## config.mk

```make
export PLATFORM = sky130hd
export DESIGN_NAME = uart_rx
export DESIGN_NICKNAME = d
export VERILOG_FILES = /design/src/rtl/uart_rx.sv
export SDC_FILE = /design/constraint.sdc
export NUM_CORES = 1
export LEC_CHECK = 0
export CAP_MARGIN = 20
export CORE_AREA = 5 5 71 73
export CTS_BUF_LIST = sky130_fd_sc_hd__clkbuf_2 sky130_fd_sc_hd__clkbuf_4 sky130_fd_sc_hd__clkbuf_8
export CTS_CLUSTER_DIAMETER = 60
export DETAILED_ROUTE_END_ITERATION = 6
export DIE_AREA = 0 0 76 78
export PLACE_DENSITY = 0.79
export SLEW_MARGIN = 40
export SYNTH_ARGS = -nofsm -noshare
export SYNTH_HDL_FRONTEND = slang
export SYNTH_SLANG_ARGS = --single-unit
```

## constraint.sdc

```tcl
create_clock -name CLK -period 2.63 [get_ports CLK]
set_input_delay 0.789 -clock CLK [delete_from_list [all_inputs] [get_ports CLK]]
set_output_delay 0.789 -clock CLK [all_outputs]
set_load 0.1 [all_outputs]
```

## src/rtl/uart_rx.sv

```systemverilog
// UART receiver: oversampled serial input, 8 data bits LSB first, optional
// parity, one stop bit. Bit values are taken by 3-sample majority vote around
// the bit centre. Results are reported by one-cycle pulses after the stop bit.
//
// Handshake: there is no back-pressure. data_valid is a single-cycle strobe
// qualifying P_DATA; the consumer must capture P_DATA in that cycle or rely on
// P_DATA holding until the next data_valid. par_err/stp_err are strobes in the
// same slot that data_valid would have occupied.
module uart_rx (
    input  logic       CLK,
    input  logic       RST,
    input  logic       RX_IN,
    input  logic [5:0] Prescale,
    input  logic       PAR_EN,
    input  logic       PAR_TYP,
    output logic [7:0] P_DATA,
    output logic       data_valid,
    output logic       par_err,
    output logic       stp_err,
    output logic       rx_busy,
    output logic [2:0] state_dbg
);

    typedef enum logic [2:0] {
        IDLE   = 3'd0,
        START  = 3'd1,
        DATA   = 3'd2,
        PARITY = 3'd3,
        STOP   = 3'd4
    } state_t;

    state_t     state;
    logic       rx_meta;
    logic       rx_s;
    logic [5:0] edge_cnt;
    logic [2:0] bit_cnt;
    logic [7:0] shift_reg;
    logic [2:0] samples;
    logic [5:0] p_lat;
    logic       par_en_lat;
    logic       par_typ_lat;
    logic       par_fail;

    logic [5:0] prescale_norm;
    logic [5:0] half;
    logic [5:0] last_edge;
    logic       bit_end;
    logic       bit_val;
    logic       exp_par;

    // Map the raw Prescale input onto a supported ratio; anything else runs at 16.
    always_comb begin
        prescale_norm = 6'd16;
        case (Prescale)
            6'd8:    prescale_norm = 6'd8;
            6'd16:   prescale_norm = 6'd16;
            6'd32:   prescale_norm = 6'd32;
            default: prescale_norm = 6'd16;
        endcase
    end

    assign half      = p_lat >> 1;
    assign last_edge = p_lat - 6'd1;
    assign bit_end   = (edge_cnt == last_edge);
    // Majority of the three centre samples; all three are captured well before
    // the last tick of the bit, even at the smallest ratio.
    assign bit_val   = (samples[0] & samples[1]) | (samples[1] & samples[2]) |
                       (samples[0] & samples[2]);
    assign exp_par   = par_typ_lat ? ~^shift_reg : ^shift_reg;

    assign rx_busy   = (state != IDLE);
    assign state_dbg = state;

    // Two-flop synchronizer for the asynchronous serial line; idles high.
    always_ff @(posedge CLK or negedge RST) begin
        if (!RST) begin
            rx_meta <= 1'b1;
            rx_s    <= 1'b1;
        end else begin
            rx_meta <= RX_IN;
            rx_s    <= rx_meta;
        end
    end

    // Receive FSM: bit timing, sampling, shifting, parity/stop evaluation and
    // the registered result strobes.
    always_ff @(posedge CLK or negedge RST) begin
        if (!RST) begin
            state       <= IDLE;
            edge_cnt    <= 6'd0;
            bit_cnt     <= 3'd0;
            shift_reg   <= 8'h00;
            samples     <= 3'b000;
            p_lat       <= 6'd16;
            par_en_lat  <= 1'b0;
            par_typ_lat <= 1'b0;
            par_fail    <= 1'b0;
            P_DATA      <= 8'h00;
            data_valid  <= 1'b0;
            par_err     <= 1'b0;
            stp_err     <= 1'b0;
        end else begin
            data_valid <= 1'b0;
            par_err    <= 1'b0;
            stp_err    <= 1'b0;

            if (state != IDLE) begin
                if (edge_cnt == half - 6'd2) samples[0] <= rx_s;
                if (edge_cnt == half - 6'd1) samples[1] <= rx_s;
                if (edge_cnt == half)        samples[2] <= rx_s;
                edge_cnt <= bit_end ? 6'd0 : edge_cnt + 6'd1;
            end

            case (state)
                IDLE: begin
                    if (!rx_s) begin
                        state       <= START;
                        edge_cnt    <= 6'd0;
                        bit_cnt     <= 3'd0;
                        par_fail    <= 1'b0;
                        p_lat       <= prescale_norm;
                        par_en_lat  <= PAR_EN;
                        par_typ_lat <= PAR_TYP;
                    end
                end
                START: begin
                    if (bit_end) begin
                        // A start bit that reads high was noise: drop silently.
                        state <= bit_val ? IDLE : DATA;
                    end
                end
                DATA: begin
                    if (bit_end) begin
                        shift_reg <= {bit_val, shift_reg[7:1]};
                        if (bit_cnt == 3'd7) begin
                            bit_cnt <= 3'd0;
                            state   <= par_en_lat ? PARITY : STOP;
                        end else begin
                            bit_cnt <= bit_cnt + 3'd1;
                        end
                    end
                end
                PARITY: begin
                    if (bit_end) begin
                        par_fail <= (bit_val != exp_par);
                        state    <= STOP;
                    end
                end
                STOP: begin
                    if (bit_end) begin
                        state <= IDLE;
                        if (!par_fail && bit_val) begin
                            P_DATA     <= shift_reg;
                            data_valid <= 1'b1;
                        end else begin
                            par_err <= par_fail;
                            stp_err <= ~bit_val;
                        end
                    end
                end
                default: state <= IDLE;
            endcase
        end
    end

endmodule

```

==> impl_metrics.toml <==
[floorplan]
initial_utilization_pct = 49.0
pin_count = 26
dieHeight_um = 78
core_mm2 = 0.00429
die-width_um = 76
dieArea_mm2 = 0.00593
rows = 24

[yosys]
syn_area_mm2 = 0.00210
yosysUniqueCellTypes = 40
synth_seq_area_share_pct = 50.2
syn_avg_cell_area_um2 = 11.3
synth_largest_area_cell = "dfrtp_1"
synth_top_area_share_pct = 46.4
ys_seq_elements = 42
synth.area.top_cells = "dfrtp_1 (46%), mux2_2 (11%), xnor2_1 (4.2%), o21ai_0 (4.0%), dfstp_2 (3.8%)"
synth-warning-count = 0
synthCells = 186
synth_nets = 203

[timing]
setup_viol = 0
setup-tns-final_ns = 0
rsz0062_at_grt = "no"
timing.final.ws_setup_ns = 0.184
fmax_ghz = 0.409
finalHoldViolations = 0
final_max_slew_viol_count = 0
period_share_pct = 93.0
relSlewSlack_pct = 64.7
clock_skew_ns = 0.00410
worst_pin_slew_ns = 0.529
min_period_ns = 2.45

[routing]
postRouteAntennaNets = 0
vias = 1472
via_per_inst = 5.47
drt_first_pass_iters = 4
wl_per_cell_um = 14.4
drc = 0
drt-initial-drc-count = 59
wl_um = 3880

[cells_and_area]
drive_gt1_share_pct = 25.3
fill_cells = 367
final_area_mm2 = 0.00249
multiInputGateArea_um2 = 992
nNetsFinal = 233
num_antenna_cells = 0
ff_latch_area_mm2 = 0.00105
area_growth_pct = 18.3

[worst_setup_path]
critPathTopFamily = "simple AND/OR/NAND/NOR gates"
reg2reg_slack_ns = 0.18
start_kind = "flop"
slowest_stage = "dfstp_2"
max_stage_delay_ns = 0.57
worst_ep_required_time_ns = 2.82
arrival_ns = 2.64
cp-end-kind = "flop"
crit_chain = "inv_1 > ha_1 > xor2_1 > nand4_4 > or3_1 > buf_4 > mux2_2"
critPathKind = "reg -> reg"
crit_buf_inv = 2
worstPathMaxFanout = 10

[clock_tree]
cts.sinks = 42
clockBufferDepth = 2
ctsHoldBuffers = 0
cts_resized = 0
clockRootBuffer = "clkbuf_8"
numCtsBuffers = 5
cts.htree.levels = 2
clkTransAtPathRegs_ns = 0.08
cts_setup_buffers = 0
cts_tree = "yes"
clkLatencyLatePin_ns = 0.30

[grt]
antenna_found_initial = 0
grt_pass1_wl_um = 7020
grt_pass1_vias = 1461
grt_remaining_overflow = 0
track_usage_pct = 14.5
grt_max_degree = 43

[pwr]
p_switching_uw = 799
p_comb_share_pct = 35.2
p_clk_share_pct = 20.6
vdd_drop_max_uv = 449
swShare_pct = 39.1
cellPowerDensity_mw_per_mm2 = 821
power.internal_mw = 1.24
cellLeakagePower_nw = 1.21
p_seq_share_pct = 44.2

[outcome]
outcome = "completed"

[hold_path]
min_path_type = "reg -> reg"

[run]
cap_violations = 0

[placed_design]
hpwlAfterDp_um = 2840
port_buffers = 25
gp_congestion = 0.798
placed_area_mm2 = 0.00240
pre_cts_ws_ns = 0.184
through the flow:
stage	instances	power, mW	hold WS (ns)	util [%]
after floorplan	186	1.45	0.345	-
after global placement	261	1.61	0.345	55.8
after detailed placement	261	1.64	0.347	55.8
after CTS	269	2.07	0.359	57.9
after global routing	269	2.19	0.366	57.9
final	269	2.04	0.358	57.9
layout by cell type (no fill, tap or decap), types with 2 or more instances in the layout:
master / netlist / layout
nor2_1: 7 / 7
nor4b_1: 2 / 2
a21oi_1: 2 / 2
mux2_2: 20 / 20
and3_1: 3 / 3
nor3b_1: 3 / 3
nand3_1: 5 / 5
xnor3_1: 2 / 2
buf_4: 1 / 18
dfstp_2: 3 / 3
o21ai_0: 17 / 17
a21o_1: 4 / 4
nand2b_1: 4 / 4
inv_1: 7 / 7
nor3_1: 6 / 5
clkinv_4: 0 / 2
nor2b_1: 2 / 2
xor2_1: 4 / 4
clkdlybuf4s50_1: 0 / 9
or3_1: 2 / 2
nor4_1: 2 / 2
dfrtp_1: 39 / 39
xnor2_1: 10 / 10
nand2_1: 16 / 16
ha_1: 6 / 6
clkbuf_8: 0 / 5
synthesized netlist by cell type:
cell	count
nor3b_1	3
and2_1	1
clkbuf_2	2
nor2_1	7
o22ai_1	1
dfrtp_1	39
or4_1	1
and4_1	1
nand3b_1	1
mux2i_1	1
or3_1	2
buf_2	1
o21ai_0	17
ha_1	6
nand2_1	16
maj3_1	1
nor3_1	6
inv_1	7
nand3_1	5
or4b_1	1
nor2b_1	2
xnor2_1	10
mux2_2	20
a211oi_1	1
buf_4	1
nand4_4	1
xnor3_1	2
clkbuf_1	2
dfstp_2	3
a21oi_1	2
a21o_1	4
nor4_1	2
o31ai_1	1
xor2_1	4
nor4_4	1
nand2b_1	4
nor4b_1	2
and3_1	3
a22oi_1	1
clkinv_1	1
layout make-up:
| type | instances | area share (%) |
|---|---|---|
| Sequential cell | 42 | 42.4 |
| Inverter | 8 | 1.41 |
| Multi-Input combinational cell | 130 | 39.9 |
| Clock buffer | 5 | 2.77 |
| Timing Repair Buffer | 29 | 10.1 |
| Clock inverter | 3 | 0.855 |
| Tap cell | 52 | 2.62 |
power groups by stage:
stage / combinational [mW] / sequential, mW / clock, mW
after floorplan: 0.538 / 0.912 / 0
after global placement: 0.701 / 0.907 / 0
after detailed placement: 0.725 / 0.914 / 0
after CTS: 0.726 / 0.903 / 0.438
after global routing: 0.799 / 0.927 / 0.467
final: 0.718 / 0.903 / 0.420
per-layer routing:
layer,global-route usage [%],wire length [um],vias up
met3,4.86,220,6
met5,0,0,-
met4,6.58,61,0
met1,17.6,1740,714
met2,23.5,1860,35
li1,-,-,717
kinds of logic after synthesis:
group	count (synthesis)	share of synthesized area [%]
simple gates	59	16.4
mux	21	11.2
compound gates	27	7.32
fa+ha+maj	7	4.05
xor+xnor	16	7.98
flops	42	50.2
buf+inv	14	2.86
worst register-to-register path: stages (launching register included):
cell and delay, ns:
dfstp_2 0.57, inv_1 0.05, ha_1 0.30, xor2_1 0.31
nand4_4 0.23, or3_1 0.42, buf_4 0.19, mux2_2 0.28
final timing paths:
path | start | endpoint | cells after the start
min in group asynchronous | RST | edge_cnt[4] | 2
hold / removal | rx_meta | rx_s | 0
setup reg to reg | p_lat[4] | shift_reg[3] | 7
setup / recovery | p_lat[4] | shift_reg[3] | 7
max in group asynchronous | RST | rx_s | 2
hold reg to reg | rx_meta | rx_s | 0
Note: power is estimated with default switching activity, not from simulation.
